File: config.mk
export PLATFORM = sky130hd
export DESIGN_NAME = softmax_row_normalizer
export DESIGN_NICKNAME = d
export VERILOG_FILES = /design/src/rtl/softmax_row_normalizer_pkg.sv /design/src/rtl/softmax_row_normalizer_norm_mul_clamp.sv /design/src/rtl/softmax_row_normalizer.sv
export SDC_FILE = /design/constraint.sdc
export NUM_CORES = 1
export LEC_CHECK = 0
export ABC_AREA = 0
export BUFFER_PORTS_ARGS = -buffer_cell sky130_fd_sc_hd__clkbuf_2
export CAP_MARGIN = 5
export CORE_MARGIN = 3
export CORE_UTILIZATION = 55
export DETAILED_ROUTE_END_ITERATION = 12
export PLACE_DENSITY = 0.73
export SLEW_MARGIN = 0
export SYNTH_ARGS = -nofsm -noshare
export SYNTH_HDL_FRONTEND = slang
export SYNTH_SLANG_ARGS = --single-unit
File: constraint.sdc
create_clock -name clk -period 9.3 [get_ports clk]
set_input_delay 0.465 -clock clk [delete_from_list [all_inputs] [get_ports clk]]
set_output_delay 0.465 -clock clk [all_outputs]
set_load 0.03 [all_outputs]
File: src/rtl/softmax_row_normalizer_pkg.sv
// Shared constants, FSM state type and the saturating accumulator used by the
// softmax row normalizer.
package softmax_pkg;

    localparam int unsigned SUM_MAX = 511;
    localparam int unsigned ONE_Q16 = 65536;
    localparam int unsigned SUM_W   = 10;
    localparam int unsigned ADD_W   = 16;

    typedef enum logic [1:0] {
        LOAD,
        RECIP,
        DRAIN
    } state_t;

    // Saturate at SUM_MAX so bit 9 (the sign bit of the reciprocal input) stays clear.
    function automatic logic [SUM_W-1:0] sat_add(input logic [SUM_W-1:0] a,
                                                 input logic [ADD_W-1:0] b);
        logic [ADD_W:0] s;
        s = (ADD_W+1)'(a) + (ADD_W+1)'(b);
        if (s > (ADD_W+1)'(SUM_MAX)) begin
            return SUM_W'(SUM_MAX);
        end
        return SUM_W'(s);
    endfunction

endpackage

File: src/rtl/softmax_row_normalizer_norm_mul_clamp.sv
// Weight times 2.16 reciprocal, clamped to 1.0 so the probability always fits OW bits.
module norm_mul_clamp
    import softmax_pkg::*;
#(
    parameter int unsigned DW = 8,
    parameter int unsigned RW = 18,
    parameter int unsigned OW = 18
) (
    input  logic [DW-1:0] weight,
    input  logic [RW-1:0] recip,
    output logic [OW-1:0] prob
);

    localparam int unsigned PW = DW + RW;

    logic [PW-1:0] product;

    always_comb begin
        product = PW'(weight) * PW'(recip);
        if (product > PW'(ONE_Q16)) begin
            prob = OW'(ONE_Q16);
        end else begin
            prob = OW'(product);
        end
    end

endmodule

File: src/rtl/softmax_row_normalizer.sv
// Buffers one row of exponent weights, takes the reciprocal of their saturated
// sum from an external unit, then streams weight*reciprocal probabilities.
module softmax_row_normalizer
    import softmax_pkg::*;
#(
    parameter int unsigned SEQ_LEN = 8,
    parameter int unsigned DW      = 8,
    parameter int unsigned RW      = 18,
    parameter int unsigned OW      = 18
) (
    input  logic          clk,
    input  logic          rst,
    input  logic          in_valid,
    output logic          in_ready,
    input  logic [DW-1:0] in_data,
    output logic          recip_enb,
    output logic [9:0]    recip_x,
    input  logic [RW-1:0] recip_y,
    output logic          out_valid,
    input  logic          out_ready,
    output logic [OW-1:0] out_data,
    output logic          out_last
);

    localparam int unsigned IW = $clog2(SEQ_LEN);

    state_t          state;
    logic [IW-1:0]   idx;
    logic [SUM_W-1:0] sum;
    logic [RW-1:0]   recip_r;
    logic [DW-1:0]   row_buf [SEQ_LEN];

    logic            in_fire;
    logic            out_fire;
    logic            last_idx;
    logic [IW-1:0]   idx_inc;
    logic [SUM_W-1:0] sum_nxt;
    logic [RW-1:0]   recip_eff;
    logic [IW-1:0]   mul_idx;
    logic [RW-1:0]   mul_recip;
    logic [OW-1:0]   mul_prob;

    assign in_ready  = (state == LOAD) && !rst;
    assign in_fire   = in_valid && in_ready;
    assign out_fire  = out_valid && out_ready;
    assign last_idx  = (idx == IW'(SEQ_LEN - 1));
    assign idx_inc   = idx + IW'(1);
    assign sum_nxt   = sat_add(sum, ADD_W'(in_data));
    assign recip_eff = (sum == '0) ? '0 : recip_y;

    // Multiplier looks one element ahead so out_data can be registered on the handshake.
    always_comb begin
        mul_idx   = '0;
        mul_recip = recip_eff;
        if (state == DRAIN) begin
            mul_idx   = idx_inc;
            mul_recip = recip_r;
        end
    end

    norm_mul_clamp #(
        .DW (DW),
        .RW (RW),
        .OW (OW)
    ) u_norm_mul_clamp (
        .weight (row_buf[mul_idx]),
        .recip  (mul_recip),
        .prob   (mul_prob)
    );

    always_ff @(posedge clk) begin
        if (in_fire) begin
            row_buf[idx] <= in_data;
        end
    end

    always_ff @(posedge clk) begin
        if (rst) begin
            state     <= LOAD;
            idx       <= '0;
            sum       <= '0;
            recip_r   <= '0;
            recip_enb <= 1'b0;
            recip_x   <= '0;
            out_valid <= 1'b0;
            out_data  <= '0;
            out_last  <= 1'b0;
        end else begin
            case (state)
                LOAD: begin
                    if (in_fire) begin
                        sum <= sum_nxt;
                        if (last_idx) begin
                            idx       <= '0;
                            state     <= RECIP;
                            recip_enb <= 1'b1;
                            recip_x   <= sum_nxt;
                        end else begin
                            idx <= idx_inc;
                        end
                    end
                end
                RECIP: begin
                    recip_r   <= recip_eff;
                    recip_enb <= 1'b0;
                    recip_x   <= '0;
                    state     <= DRAIN;
                    out_valid <= 1'b1;
                    out_data  <= mul_prob;
                    out_last  <= 1'b0;
                end
                DRAIN: begin
                    if (out_fire) begin
                        if (last_idx) begin
                            idx       <= '0;
                            sum       <= '0;
                            state     <= LOAD;
                            out_valid <= 1'b0;
                            out_data  <= '0;
                            out_last  <= 1'b0;
                        end else begin
                            idx      <= idx_inc;
                            out_data <= mul_prob;
                            out_last <= (idx_inc == IW'(SEQ_LEN - 1));
                        end
                    end
                end
                default: begin
                    state <= LOAD;
                end
            endcase
        end
    end

endmodule
## Word level (Yosys, flattened, before mapping)

Memories as Yosys holds them, arrays and structs flattened.
Index checks and enable logic that the tools add are counted.
W data, S select, Z words.

| storage, ports and cells | value |
|---|---|
| register bits after elaboration | 64 |
| RAM bits | 64 |
| logic and storage cells | 75 |
| memories | 1 |

Memories:

| memory | depth | width | read ports | clocked after memory_dff | write ports | RTL line | source |
|---|---|---|---|---|---|---|---|
| row_buf | 8 | 8 | 1 | 0 | 1 | softmax_row_normalizer.sv:31 | `logic [DW-1:0] row_buf [SEQ_LEN];` |

| operators by class | value |
|---|---|
| $add $sub $neg | 2 |
| $mul | 1 |
| magnitude comparators | 2 |
| equality and inequality tests | 8 |
| multiplexer cells | 37 |
| reduce and logical (&&, ||, !) cells | 15 |

Operators by type and width:

| kind | number |
|---|---|
| $mux W18 | 5 |
| $mux W10 | 7 |
| $pmux W10 S2 | 2 |
| $pmux W18 S2 | 1 |
| $gt A26 B17 Y1 const B | 1 |
| $mul A8 B18 Y26 | 1 |
| $mux W3 | 4 |
| $add A10 B8 Y11 | 1 |
| $gt A11 B9 Y1 const B | 1 |
| $logic_not A10 Y1 | 1 |
| $mux W1 | 9 |
| $reduce_and A3 Y1 | 3 |
| $mux W2 | 4 |
| $ne A2 B2 Y1 const B | 4 |
| $reduce_and A4 Y1 | 2 |
| $eq A3 B3 Y1 const B | 2 |
| $pmux W1 S2 | 3 |
| $pmux W2 S3 | 1 |
| $pmux W3 S2 | 1 |
| $reduce_bool A2 Y1 | 3 |
| $add A3 B1 Y3 const B | 1 |
| $logic_and A1 B1 Y1 | 3 |
| $eq A2 B1 Y1 const B | 1 |
| $eq A2 B2 Y1 const B | 1 |
| other kinds (3) | 3 |

## Logic depth before layout (Yosys ltp)

Gate-level depths: netlist (run 1).

| depth | value |
|---|---|
| depth in word-level cells | 9 |
| mapped depth | 31 |
| gate-level depth less buffers | 25 |

## Cells and area by module

Synthesis (run 1) repeated with hierarchy kept, for this count alone.

| second synthesis, totals | value |
|---|---|
| cell total of the unflattened synthesis | 1227 |
| area, all modules | 11051.8 µm² |

Modules (own cells, without submodules):

| module | instances | cells an instance | area an instance (µm²) | seq. area each (µm²) |
|---|---|---|---|---|
| softmax_row_normalizer | 1 | 591 | 5846.9 | 3203.1 |
| norm_mul_clamp | 1 | 636 | 5205.0 | 0.0 |

## Worst setup path before layout (run 1)

OpenSTA, ideal clock, no wires.

| timing path | value |
|---|---|
| path type | flip-flop to flip-flop |
| start | register idx[0] |
| end | register out_data[16] |
| library setup time | 0.122 ns |
| arrival time | 6.780 ns |
| required time | 9.178 ns |
| path slack | 2.399 ns |
| stages on the path, launching flop included | 27 |
| path buffers | 3 |
| cells stage by stage | dfxtp_1 -> ha_1 -> ha_1 -> clkbuf_1 -> and2_1 -> clkbuf_1 -> clkbuf_1 -> o211ai_1 -> o211ai_1 -> a21oi_1 -> or2_2 -> fa_1 -> fa_1 -> inv_1 -> fa_1 -> inv_1 -> fa_1 -> inv_1 -> ha_1 -> a21o_1 -> a31oi_1 -> a21oi_1 -> o211ai_1 -> o31ai_1 -> nor4b_4 -> nand3_2 -> a221o_1 |

| on the way | value |
|---|---|
| word-level cells in the longest chain between the ends | 9 |

Ends and longest elaborated chain:

| item | RTL line | source |
|---|---|---|
| from (decl) | softmax_row_normalizer.sv:28 | `logic [IW-1:0] idx;` |
| from (signal assigned) | softmax_row_normalizer.sv:99 | `idx <= idx_inc;` |
| from (signal assigned) | softmax_row_normalizer.sv:122 | `idx <= idx_inc;` |
| $add A3 B1 Y3 | softmax_row_normalizer.sv:47 | `assign idx_inc = idx + IW'(1);` |
| $mux W3 | softmax_row_normalizer.sv:55 | `if (state == DRAIN) begin` |
| $mem_v2 Z8 W8 | -- |  |
| $mul A8 B18 Y26 | softmax_row_normalizer_norm_mul_clamp.sv:19 | `product = PW'(weight) * PW'(recip);` |
| $gt A26 B17 Y1 | softmax_row_normalizer_norm_mul_clamp.sv:20 | `if (product > PW'(ONE_Q16)) begin` |
| $mux W18 | softmax_row_normalizer_norm_mul_clamp.sv:20 |  |
| $mux W18 | softmax_row_normalizer.sv:114 | `if (last_idx) begin` |
| $mux W18 | softmax_row_normalizer.sv:113 | `if (out_fire) begin` |
| $pmux W18 S2 (*) | softmax_row_normalizer.sv:89 | `case (state)` |
| to (signal assigned) | softmax_row_normalizer.sv:109 | `out_data <= mul_prob;` |
| to (signal assigned) | softmax_row_normalizer.sv:123 | `out_data <= mul_prob;` |
| to (decl) | softmax_row_normalizer.sv:21 | `output logic [OW-1:0] out_data,` |

Mark *: on every way between the ends. The rest lies on a longest branch, timed or not. The select of a mux whose other input is x is not followed.
A chain may end at the register's enable or synchronous reset.

## Final worst setup path (run 1)

Same ends and word-level chain as after synthesis.

==> run summary, run 1 <==
The run finished with clean final reports. For this configuration, the core starts out at a cell density of approximately 57%. TritonCTS built the clock tree. The iteration-0 DRC count of the detailed router is 652. The clock-pin transition on the worst setup and hold timing paths is ~0.070 ns. The die boundary height came out at between 100 and 150 um.

The kind of critical path is flop to flop. The root buffer cell chosen for the clock tree is clkbuf_16. Leaving out fill and tap cells, the most frequent cells in the layout are nor2_1, inv_1, nand2_1. The die extent in x is between 100 and 150 um. The fraction of layout instances using a drive strength above 1 came out at between 10% and 20%. The overflow left after global routing came out at 0. The largest net degree at the start of global routing is 34. The clock skew is between 0.01 and 0.015 ns. The share of synthesized registers carrying an async set or reset came out at 0%. The transition time at the pin with the least slew margin came out at 1.242 ns. The source-to-sink clock delay at the later pin of the worst-skew pair came out at 0.43 ns.

For this run, the slowest stage of the critical path takes 0.75 ns. The worst slew slack as a fraction of its limit came out at between 15 and 20%. The required arrival time at the worst endpoint is 9.61 ns. After clock tree synthesis, the flow added hold-fix buffers numbering 0. Based on the critical path, the design can be clocked at up to 122.0 MHz. The global routing's busiest layer is met2.

The min-delay analysis places its worst path in the category input port to flop. In this run the worst setup path begins at idx[0]. Adding up every negative setup slack in the final design gives 0 ns. The total inserted antenna cells is 0. The via count of the first global-routing pass is ~8,700. For the worst setup path, the data arrival time is roughly 8.5 ns. Summed over its instances, the top area cell type makes up ~19% of the synthesized netlist area.

The deepest level of the CTS H-tree is 4. The growth of design area from synthesis to finish is 10.86%. The sequential cell area fraction in the yosys report is a little under a third. The final weighted congestion in routability-driven placement is slightly above 0.9. The category of the worst setup path capture point is a flop. The type of origin of the critical path is a flop. The count of distinct cell types in the synthesized netlist is 77.

The startpoint of the lowest-slack hold path is recip_y[6]. The overall via count from detail_route came out at between 8,000 and 9,000. After floorplanning, the core was sized to cover around 0.018 mm^2.

The gate count after technology mapping is approximately 1,200. The setup slack after placement came out at about 1.3 ns. The time the worst path needs with I/O delays and setup is 8.198 ns. The kind of cell with the highest combined delay along the critical path is adder cells. The static leakage power is roughly 0.0050 uW. The most numerous cell type found on the critical path is fa_1. The met3 layer usage reported by global route is under 10%. The total nets after synthesis came out at between 1,000 and 1,500. The number of search-and-repair iterations in the first detailed-routing pass is 5. The met1 track demand over resource in global routing came out at between 30% and 40%. The final-report setup violation count came out at 0. The post-CTS resize count is 0.

In this run the power density over the cells is 406.4 mW/mm^2. The number of buffers on the longest clock path is 2. Setup repair after global routing left no endpoint under its margin.

The overall fraction of global-route tracks in use came out at a little over a quarter. The most frequent standard cell in the layout excluding fill and tap cells is nor2_1. The number of antenna violations at the first check in global routing came out at 0. For this design, the slowest cell found on the critical path is o31a_1. The count of final max-slew check failures came to 0. After layout, the worst setup slack is roughly 1.1 ns. The number of remaining DRC errors came out at 0. Of all nets on the critical path, the largest fanout is 33. The worst ir drop on vdd came out at around 0.30 mV. The number of buffer and inverter stages on the critical path is 4. Yosys mapped a number of flops with a built-in enable equal to 64. The number of buffers inserted during clock tree synthesis came out at 17. The share of the clock period used by the worst path after layout came out at 88.15%. The total number of clock tree sinks came out at between 100 and 150.

Input and output buffers added on the ports amount to 61. The post-route antenna net violation count is 0. The first global-routing pass estimated between 40,000 and 50,000 um of wire.

After detailed routing, the average wire length per cell comes to between 15 and 20 um. The final net count is between 1,000 and 1,500. The number of placed I/O pins is a little over 60.

The met2 track utilization from global routing came out at 46.47%. By area the synthesized netlist is led by fa_1, edfxtp_1, dfxtp_1. Once the clock tree was built, the setup fixing pass inserted 0 buffers. The count of final hold-check violations is 0. The startpoint identified for the worst register-to-register timing path is idx[0]. The finished cells cover about 0.012 mm^2. The number of synthesized register bits came out at roughly 130. Dividing the detail-routed via count by the number of cells gives roughly 6.0. The placed instances occupy a cell area of 0.01100 mm^2. The floorplan has 49 rows. The library cell occupying the most area in the post-synthesis netlist is fa_1. For this block, the routed nets add up to around 26,000 um of wire. The count of warnings emitted by yosys came out at 0.

In this run the cell area of the synthesized design comes to between 0.01 and 0.015 mm^2. The number of max-capacitance violations reported came out at 0. The die covers between 0.02 and 0.025 mm^2. The mean post-synth cell area is between 9 and 10 um^2. Among all flip-flop cells after synthesis, the most frequent one is edfxtp_1. The HPWL reported at the end of detailed placement came out at approximately 19,000 um.
[area by class of cell]
cell class,count,area [um^2]
fillers,1519,6718
flip-flops and latches,128,3203
repair buffers,84,478.0
inverters,128,480.5
well taps,229,286.5
clock buffers,17,425.4
clock inverters,15,188.9
multi-input cells,845,6551
[where the power goes]
group	total [uW]	internal (uW)	switching, uW
logic	3400	1290	2110
registers	610	602	8.49
clock network	705	409	296
[flip-flops by register name, summed over array words and instances (netlist names)]
| register | flops |
|---|---|
| out_last | 1 |
| row_buf | 64 |
| sum | 10 |
| idx | 3 |
| recip_r | 18 |
| state | 2 |
| out_data | 18 |
| recip_enb | 1 |
| out_valid | 1 |
| recip_x | 10 |
[cells in the mapped netlist (6+ instances only)]
cell      count
xnor2_1       7
or3_1         6
nor3_1       17
o21a_1        8
a31oi_1      11
a21oi_1      80
nand4_1      23
buf_2        15
a221o_1      14
ha_1         57
nand2b_1     15
edfxtp_1     64
dfxtp_1      64
a311oi_1      6
clkbuf_1     40
inv_1       128
nor2_1      135
a21o_1       10
and3_1       25
nor2b_1      20
o21ai_0      35
a211oi_1     11
and2_1       14
nand3_1      36
fa_1         97
o211ai_1     16
xor2_1        8
or2_2        23
nand2_1      98
o21ai_1      12
[final timing paths]
kind | end | slack [ns] | cells after the start
hold reg to reg | out_data[13] | 0.44 | 2
setup reg to reg | out_data[16] | 1.10 | 25
setup / recovery | out_data[16] | 1.10 | 25
hold / removal | recip_r[6] | 0.28 | 3
[per-layer routing]
metal	wire length, um	part of all wire (%)
met3	1177	4.5
met2	13420	51
met5	0	0
met4	1043	4.0
met1	10600	40
[stage by stage]
stage / std cells / util [%] / hold WS, ns / power, uW
final: 1446 / 63.35 / 0.2753 / 4719
after global routing: 1446 / 63.35 / 0.2769 / 5171
after CTS: 1446 / 63.35 / 0.2684 / 4708
after detailed placement: 1414 / 60.00 / 0.4372 / 3977
after global placement: 1414 / 60.00 / 0.4347 / 3908
after floorplan: 1159 / - / 0.4366 / 3356
[tightest hold or removal path: stages]
cell	delay, ns
clkbuf_2	0.09
nand3_1	0.06
a21oi_1	0.05
[logic make-up after synthesis]
group / Yosys count / share of synthesized area [%]
buffers and inverters: 186 / 6.951
muxes: 3 / 0.4061
and+or+nand+nor: 430 / 19.91
DFF: 128 / 30.57
xor gates and xnor gates: 15 / 1.254
AOI/OAI and AO/OA: 243 / 15.56
adders and majority gates: 154 / 25.34
(Power assumes the default switching activity.)
==> inputs of run 2 (changes only) <==
--- a/config.mk
+++ b/config.mk
@@ -9,9 +9,9 @@
 export BUFFER_PORTS_ARGS = -buffer_cell sky130_fd_sc_hd__clkbuf_2
 export CAP_MARGIN = 5
 export CORE_MARGIN = 3
-export CORE_UTILIZATION = 55
+export CORE_UTILIZATION = 45
+export CTS_CLUSTER_SIZE = 10
 export DETAILED_ROUTE_END_ITERATION = 12
-export PLACE_DENSITY = 0.73
 export SLEW_MARGIN = 0
 export SYNTH_ARGS = -nofsm -noshare
 export SYNTH_HDL_FRONTEND = slang
==> run summary, run 2 (same netlist as run 1, synthesis figures left out) <==
The flow ran to the end, and the final reports show no timing, DRC or antenna violations. The via count of the first global-routing pass is 8,640 (-1.1%). In this run the critical register-to-register path is captured at out_data[16]. The number of remaining DRC errors came to 0 (unchanged). The flip-flop count of the largest register after layout is 64 (unchanged). The startpoint identified for the worst hold timing path is recip_y[10].

The achievable frequency came out at 124.0 MHz (+1.7%). The final cell utilization of the core is 51.40% (-12 points). The final-report setup violation count was 0 (unchanged).

The setup TNS is 0 ns (unchanged). Among the stages of the critical path, the cell type that occurs most often is fa_1. The number of buffers inserted during clock tree synthesis was 17 (unchanged). The global-route wire length before repair came out at 44,430 um (+3.7%). The number of standard-cell rows in the floorplan came to 55 (+12%). The growth of design area from synthesis to finish came out at 11.76%. The number of placed I/O pins is 62 (unchanged). The HPWL reported at the end of detailed placement came to 20,100 um (+3.4%). The hold buffer count at cts is 0 (unchanged).

In this run the clock root is driven by a clkbuf_16. The iteration-0 DRC count of the detailed router came out at 496 (-24%). The die boundary height is 158.6 um (+10%). The total number of clock tree sinks came to 128 (unchanged).

The post-CTS resize count came out at 0 (unchanged). The final weighted congestion in routability-driven placement came out at 0.8262 (-11%). The delay of the slowest critical-path stage came out at 0.76 ns (about the same). The library cells used most frequently in the layout, excluding fill and tap cells, are nor2_1, inv_1, nand2_1. The worst endpoint data arrival time is 8.39 ns (-0.11 ns). The number of antenna violations at the first check in global routing came out at 0 (unchanged). The static leakage power came to 0.005040 uW (+0.12%). The cell depth of the worst min-delay path is 3 (unchanged). The count of final hold-check violations came out at 0 (unchanged). TritonCTS built the clock tree. The worst setup path is captured at a flop. The power per standard cell area came out at 399.7 mW/mm^2 (-1.6%).

The overall via count from detail_route came out at 8,521 (-1.9%). The share of the clock period used by the worst path after layout came out at 86.68% (-1.5 points). In the final layout, the registers with the most flip-flops are row_buf x64, out_data x18, recip_r x18. The clock skew came out at 0.01399 ns (+0.0001367 ns). The fraction of layout instances using a drive strength above 1 is 12.34% (-0.15 points). The deepest level of the CTS H-tree is 4 (unchanged). The required arrival time at the worst endpoint is 9.62 ns (about the same).

The count of final max-slew check failures came out at 0 (unchanged). Setup repair after global routing left no endpoint under its margin. The sequential cell area was 0.003203 mm^2 (unchanged).

The die extent in x came to 158.6 um (+10%). The clock-pin transition on the worst setup and hold timing paths is 0.07 ns (about the same). The post-route antenna net violation count is 0 (unchanged).

The number of cells traversed by the worst register-to-register path came out at 23 (-8.0%). The number of max-capacitance violations reported is 0 (unchanged). The number of fill cells was 2,192 (+44%). The quantity of I/O buffers inserted on ports came out at 61 (unchanged). For this design, the slowest cell found on the critical path is a21oi_1. The register containing the most flip-flops in the final layout is row_buf. The area enclosed by the die boundary is 0.02515 mm^2 (+21%). The starting utilization of the core area came to 45.99% (-11 points). The number of buffers on the longest clock path came out at 2 (unchanged). The overall fraction of global-route tracks in use is 22.66% (-3.7 points). The total inserted antenna cells is 0 (unchanged). The routed wire length per instance was 17.82 um (-1.8%).

The flop-to-flop setup slack came out at 1.24 ns (+0.14 ns). The worst ir drop on vdd came out at 0.2618 mV (-12%). The worst setup path is launched from a flop.

The post-CTS setup buffer count is 0 (unchanged). The time the worst path needs with I/O delays and setup is 8.061 ns (-0.1368 ns). The number of search-and-repair iterations in the first detailed-routing pass is 4 (-1). The sum of routed wire length over all layers is 27,240 um (+3.8%). For hold timing, the worst endpoint is recip_r[10].

The largest net degree at the start of global routing is 34 (unchanged). The source-to-sink clock delay at the later pin of the worst-skew pair came out at 0.44 ns (about the same). The most frequent standard cell in the layout excluding fill and tap cells is nor2_1. The worst register-to-register path begins at idx[1]. The worst slew slack as a fraction of its limit came out at 19.48% (+2.9 points). The area taken by multi-input logic gates is 0.006548 mm^2 (about the same). The largest fanout on the critical path came out at 15 (-55%). Traced cell by cell, the critical path runs through ha_1 > ha_1 > nand2_1 > a211oi_1 > a311oi_1 > a21oi_1 > or2_2 > fa_1 > fa_1 > inv_1 > fa_1 > inv_1 > fa_1 > inv_1 > ha_1 > a21o_1 > a31oi_1 > a21oi_1 > o211ai_1 > o31ai_1 > nor4b_4 > nand3_2 > a221o_1. The transition time at the pin with the least slew margin came out at 1.199 ns (-0.04348 ns). The final net count came out at 1,387 (-0.072%). The overflow left after global routing is 0 (unchanged). The worst setup path is of the flop to flop kind. The type of the most critical hold path is input port to flop.

The detailed-route vias per instance is 5.573 (-7.2%). The core footprint is 0.02278 mm^2 (+24%).
-- run 2: through the flow --
step	area [um^2]	hold WS [ns]	setup WS (ns)	total power [uW]	cells
finish	11710	0.2746	1.239	4680	1529
global route	11710	0.2835	0.6639	5174	1529
CTS	11710	0.2613	1.295	4691	1529
detailed placement	11090	0.4405	1.293	3949	1497
global placement	11090	0.4351	1.371	3931	1497
floorplan	10480	0.4366	2.399	3356	1159
-- run 2: critical path, delay by kind of cell (launching register included) --
| family | cells | cell delay, ns |
|---|---|---|
| AOI/OAI and AO/OA | 9 | 2.67 |
| adders and majority gates | 7 | 3.19 |
| DFF | 1 | 0.39 |
| and+or+nand+nor | 4 | 1.55 |
| buffers and inverters | 3 | 0.18 |
-- run 2: worst max path at each step --
stage           start      endpoint  slack (ns)
2_1_floorplan  idx[0]  out_data[16]        2.40
3_3_place_gp   idx[1]  out_data[16]        1.37
3_5_place_dp   idx[1]  out_data[16]        1.29
4_1_cts        idx[1]  out_data[16]        1.29
5_1_grt        idx[1]   out_data[2]        0.66
6_report       idx[1]  out_data[16]        1.24
-- run 2: power by group --
part,internal (uW),switching [uW]
sequential,602,8.77
combinational,1260,2100
clock,389,319
total,2250,2430
-- run 2: cell type report --
cell class | instances | share of cell area (%)
clock buffers | 17 | 3.633
clock inverters | 15 | 1.624
inverters | 128 | 4.103
multi-input cells | 845 | 55.92
flip-flops and latches | 128 | 27.36
well taps | 313 | 3.345
repair buffers | 83 | 4.018
-- run 2: routing by layer --
layer	global-route usage (%)	part of all wire, %	up-vias
met2	40.22	51	172
met3	3.506	3.6	44
met5	0	0	-
li1	-	-	4074
met4	7.579	2.3	0
met1	28.19	43	4231
==> inputs of run 3 (changes only) <==
--- a/config.mk
+++ b/config.mk
@@ -12,6 +12,7 @@
 export CORE_UTILIZATION = 45
 export CTS_CLUSTER_SIZE = 10
 export DETAILED_ROUTE_END_ITERATION = 12
+export PLACE_DENSITY = 0.62
 export SLEW_MARGIN = 0
 export SYNTH_ARGS = -nofsm -noshare
 export SYNTH_HDL_FRONTEND = slang
==> run summary, run 3 (same netlist as run 1, synthesis figures left out) <==
The post-CTS resize count is 0 (unchanged). The final weighted congestion in routability-driven placement is 0.8653 (+4.7%). The setup TNS came out at 0 ns (unchanged).

The sequential cell area is 0.003203 mm^2 (unchanged). The post-route antenna net violation count came out at 0 (unchanged). The number of placed I/O pins came out at 62 (unchanged). The achievable frequency is 123.4 MHz (-0.48%). Counting flops per register, the top entry is row_buf. The growth of design area from synthesis to finish is 11.66% (about the same). The global-route wire length before repair is 43,950 um (-1.1%). The time the worst path needs with I/O delays and setup came to 8.101 ns (+0.03913 ns). The count of final hold-check violations came out at 0 (unchanged).

The cell sitting at the root of the clock tree is a clkbuf_16. The transition time at the pin with the least slew margin is 1.166 ns (-0.03222 ns). The die boundary height is 158.6 um (unchanged). The number of remaining DRC errors came out at 0 (unchanged). The largest fanout on the critical path came out at 18 (+3). The static leakage power was 0.005025 uW (-0.30%). The largest registers in the layout are row_buf x64, out_data x18, recip_r x18.

The HPWL reported at the end of detailed placement is 20,260 um (+0.77%). The library cell used most frequently in the layout, excluding fill and tap cells, is nor2_1. The number of search-and-repair iterations in the first detailed-routing pass was 5 (+1). The worst endpoint data arrival time is 8.42 ns (+0.03 ns). The detailed-route vias per instance came out at 5.621 (+0.86%). The post-placement cell count is 1,495 (-0.13%). The number of fill cells came out at 2,123 (-3.1%). The routed wire length per instance came out at 17.53 um (-1.6%). The worst setup path is launched from a flop. The worst slack on hold paths came out at 0.2775 ns (+0.002862 ns). The largest net degree at the start of global routing came out at 34 (unchanged). The worst setup path is of the flop to flop kind. The share of the clock period used by the worst path after layout is 87.10% (+0.42 points). The count of final max-slew check failures is 0 (unchanged). The fraction of layout instances using a drive strength above 1 is 12.19% (-0.14 points). The worst slew slack as a fraction of its limit is 21.64% (+2.2 points). The number of max-capacitance violations reported was 0 (unchanged). The flip-flop count of the largest register after layout is 64 (unchanged). The overall fraction of global-route tracks in use was 22.43% (-0.23 points). The filler-free cell count of the finished design was 1,527 (-0.13%).

The final-report setup violation count is 0 (unchanged). The total inserted antenna cells came to 0 (unchanged). The hold buffer count at cts was 0 (unchanged). The area taken by multi-input logic gates came out at 0.006548 mm^2 (unchanged). The TritonCTS clock tree is built. The die extent in x is 158.6 um (unchanged). The total number of clock tree sinks came out at 128 (unchanged). The via count of the first global-routing pass was 8,459 (-2.1%).

The quantity of I/O buffers inserted on ports came to 61 (unchanged). The library cells used most frequently in the layout, excluding fill and tap cells, are nor2_1, inv_1, nand2_1. The overflow left after global routing is 0 (unchanged). The core footprint is 0.02278 mm^2 (unchanged). In this run the worst hold path is classified as input port to flop. The number of buffers inserted during clock tree synthesis is 17 (unchanged). The required arrival time at the worst endpoint is 9.62 ns (about the same).

The clock skew was 0.01325 ns (-0.0007360 ns). The iteration-0 DRC count of the detailed router is 542 (+9.3%). The run finished with clean final reports. The post-CTS setup buffer count is 0 (unchanged). The starting utilization of the core area came out at 45.99% (unchanged). The sum of routed wire length over all layers is 26,760 um (-1.8%). The deepest level of the CTS H-tree is 4 (unchanged). The worst ir drop on vdd came out at 0.3583 mV (+37%). The worst setup path is captured at a flop.

The number of antenna violations at the first check in global routing is 0 (unchanged). The clock-pin transition on the worst setup and hold timing paths came to 0.07 ns (about the same). The overall via count from detail_route is 8,583 (+0.73%). Setup repair after global routing left no endpoint under its margin.

The final cell utilization of the core is 51.35% (about the same). The area enclosed by the die boundary came out at 0.02515 mm^2 (unchanged). The source-to-sink clock delay at the later pin of the worst-skew pair is 0.44 ns (about the same). The number of standard-cell rows in the floorplan came out at 55 (unchanged).

The final net count came to 1,385 (-0.14%). The number of buffers on the longest clock path is 2 (unchanged). The power per standard cell area is 397.8 mW/mm^2 (-0.50%).
==> run 3: cell count changes in the layout (fill, tap and decap cells not counted), sizes merged <==
cell	delta
buf	-2
clkinv	+1
clkinvlp	+1
inv	-2
==> run 3: layer usage <==
| metal | track usage (%) | share of wire (%) | up-vias |
|---|---|---|---|
| met1 | 30.80 | 45 | 4220 |
| met2 | 36.02 | 47 | 238 |
| li1 | - | - | 4073 |
| met4 | 7.907 | 2.6 | 0 |
| met5 | 0 | 0 | - |
| met3 | 3.805 | 5.4 | 52 |
==> run 3: stage by stage <==
| stage | setup slack [ns] | power (uW) | area [um^2] |
|---|---|---|---|
| finish | 1.199 | 4653 | 11700 |
| global route | 0.6304 | 5136 | 11700 |
| global placement | 1.518 | 3909 | 11080 |
| CTS | 1.257 | 4659 | 11700 |
| floorplan | 2.399 | 3356 | 10480 |
| detailed placement | 1.307 | 3934 | 11080 |
==> run 3: worst paths after layout <==
check	startpoint	depth (start not counted)	slack, ns	endpoint
setup / recovery	idx[0]	22	1.20	out_data[16]
hold / removal	recip_y[11]	3	0.28	recip_r[11]
setup reg to reg	idx[0]	22	1.20	out_data[16]
hold reg to reg	out_data[11]	2	0.45	out_data[11]
==> run 3: layout make-up <==
cell class / count / area share, %
clock buffers: 17 / 3.637
clock inverters: 15 / 1.658
inverters: 128 / 4.107
multi-input cells: 845 / 55.97
flip-flops and latches: 128 / 27.38
well taps: 313 / 3.348
repair buffers: 81 / 3.893
==> run 3: critical path: stages (launching register included) <==
cell      delay (ns)
dfxtp_1         0.49
inv_1           0.29
ha_1            0.40
nor2_1          0.78
o21ai_0         0.26
o31a_1          0.41
or2_2           0.41
fa_1            0.46
fa_1            0.51
inv_1           0.06
fa_1            0.53
inv_1           0.06
fa_1            0.53
inv_1           0.04
ha_1            0.35
a21o_1          0.20
a31oi_1         0.22
a21oi_1         0.20
o211ai_1        0.36
o31ai_1         0.16
nor4b_4         0.75
nand3_2         0.16
a221o_1         0.34
==> run 3: power breakdown <==
part	switching [uW]	internal [uW]
Clock	317	388
Sequential	8.65	602
Combinational	2080	1260
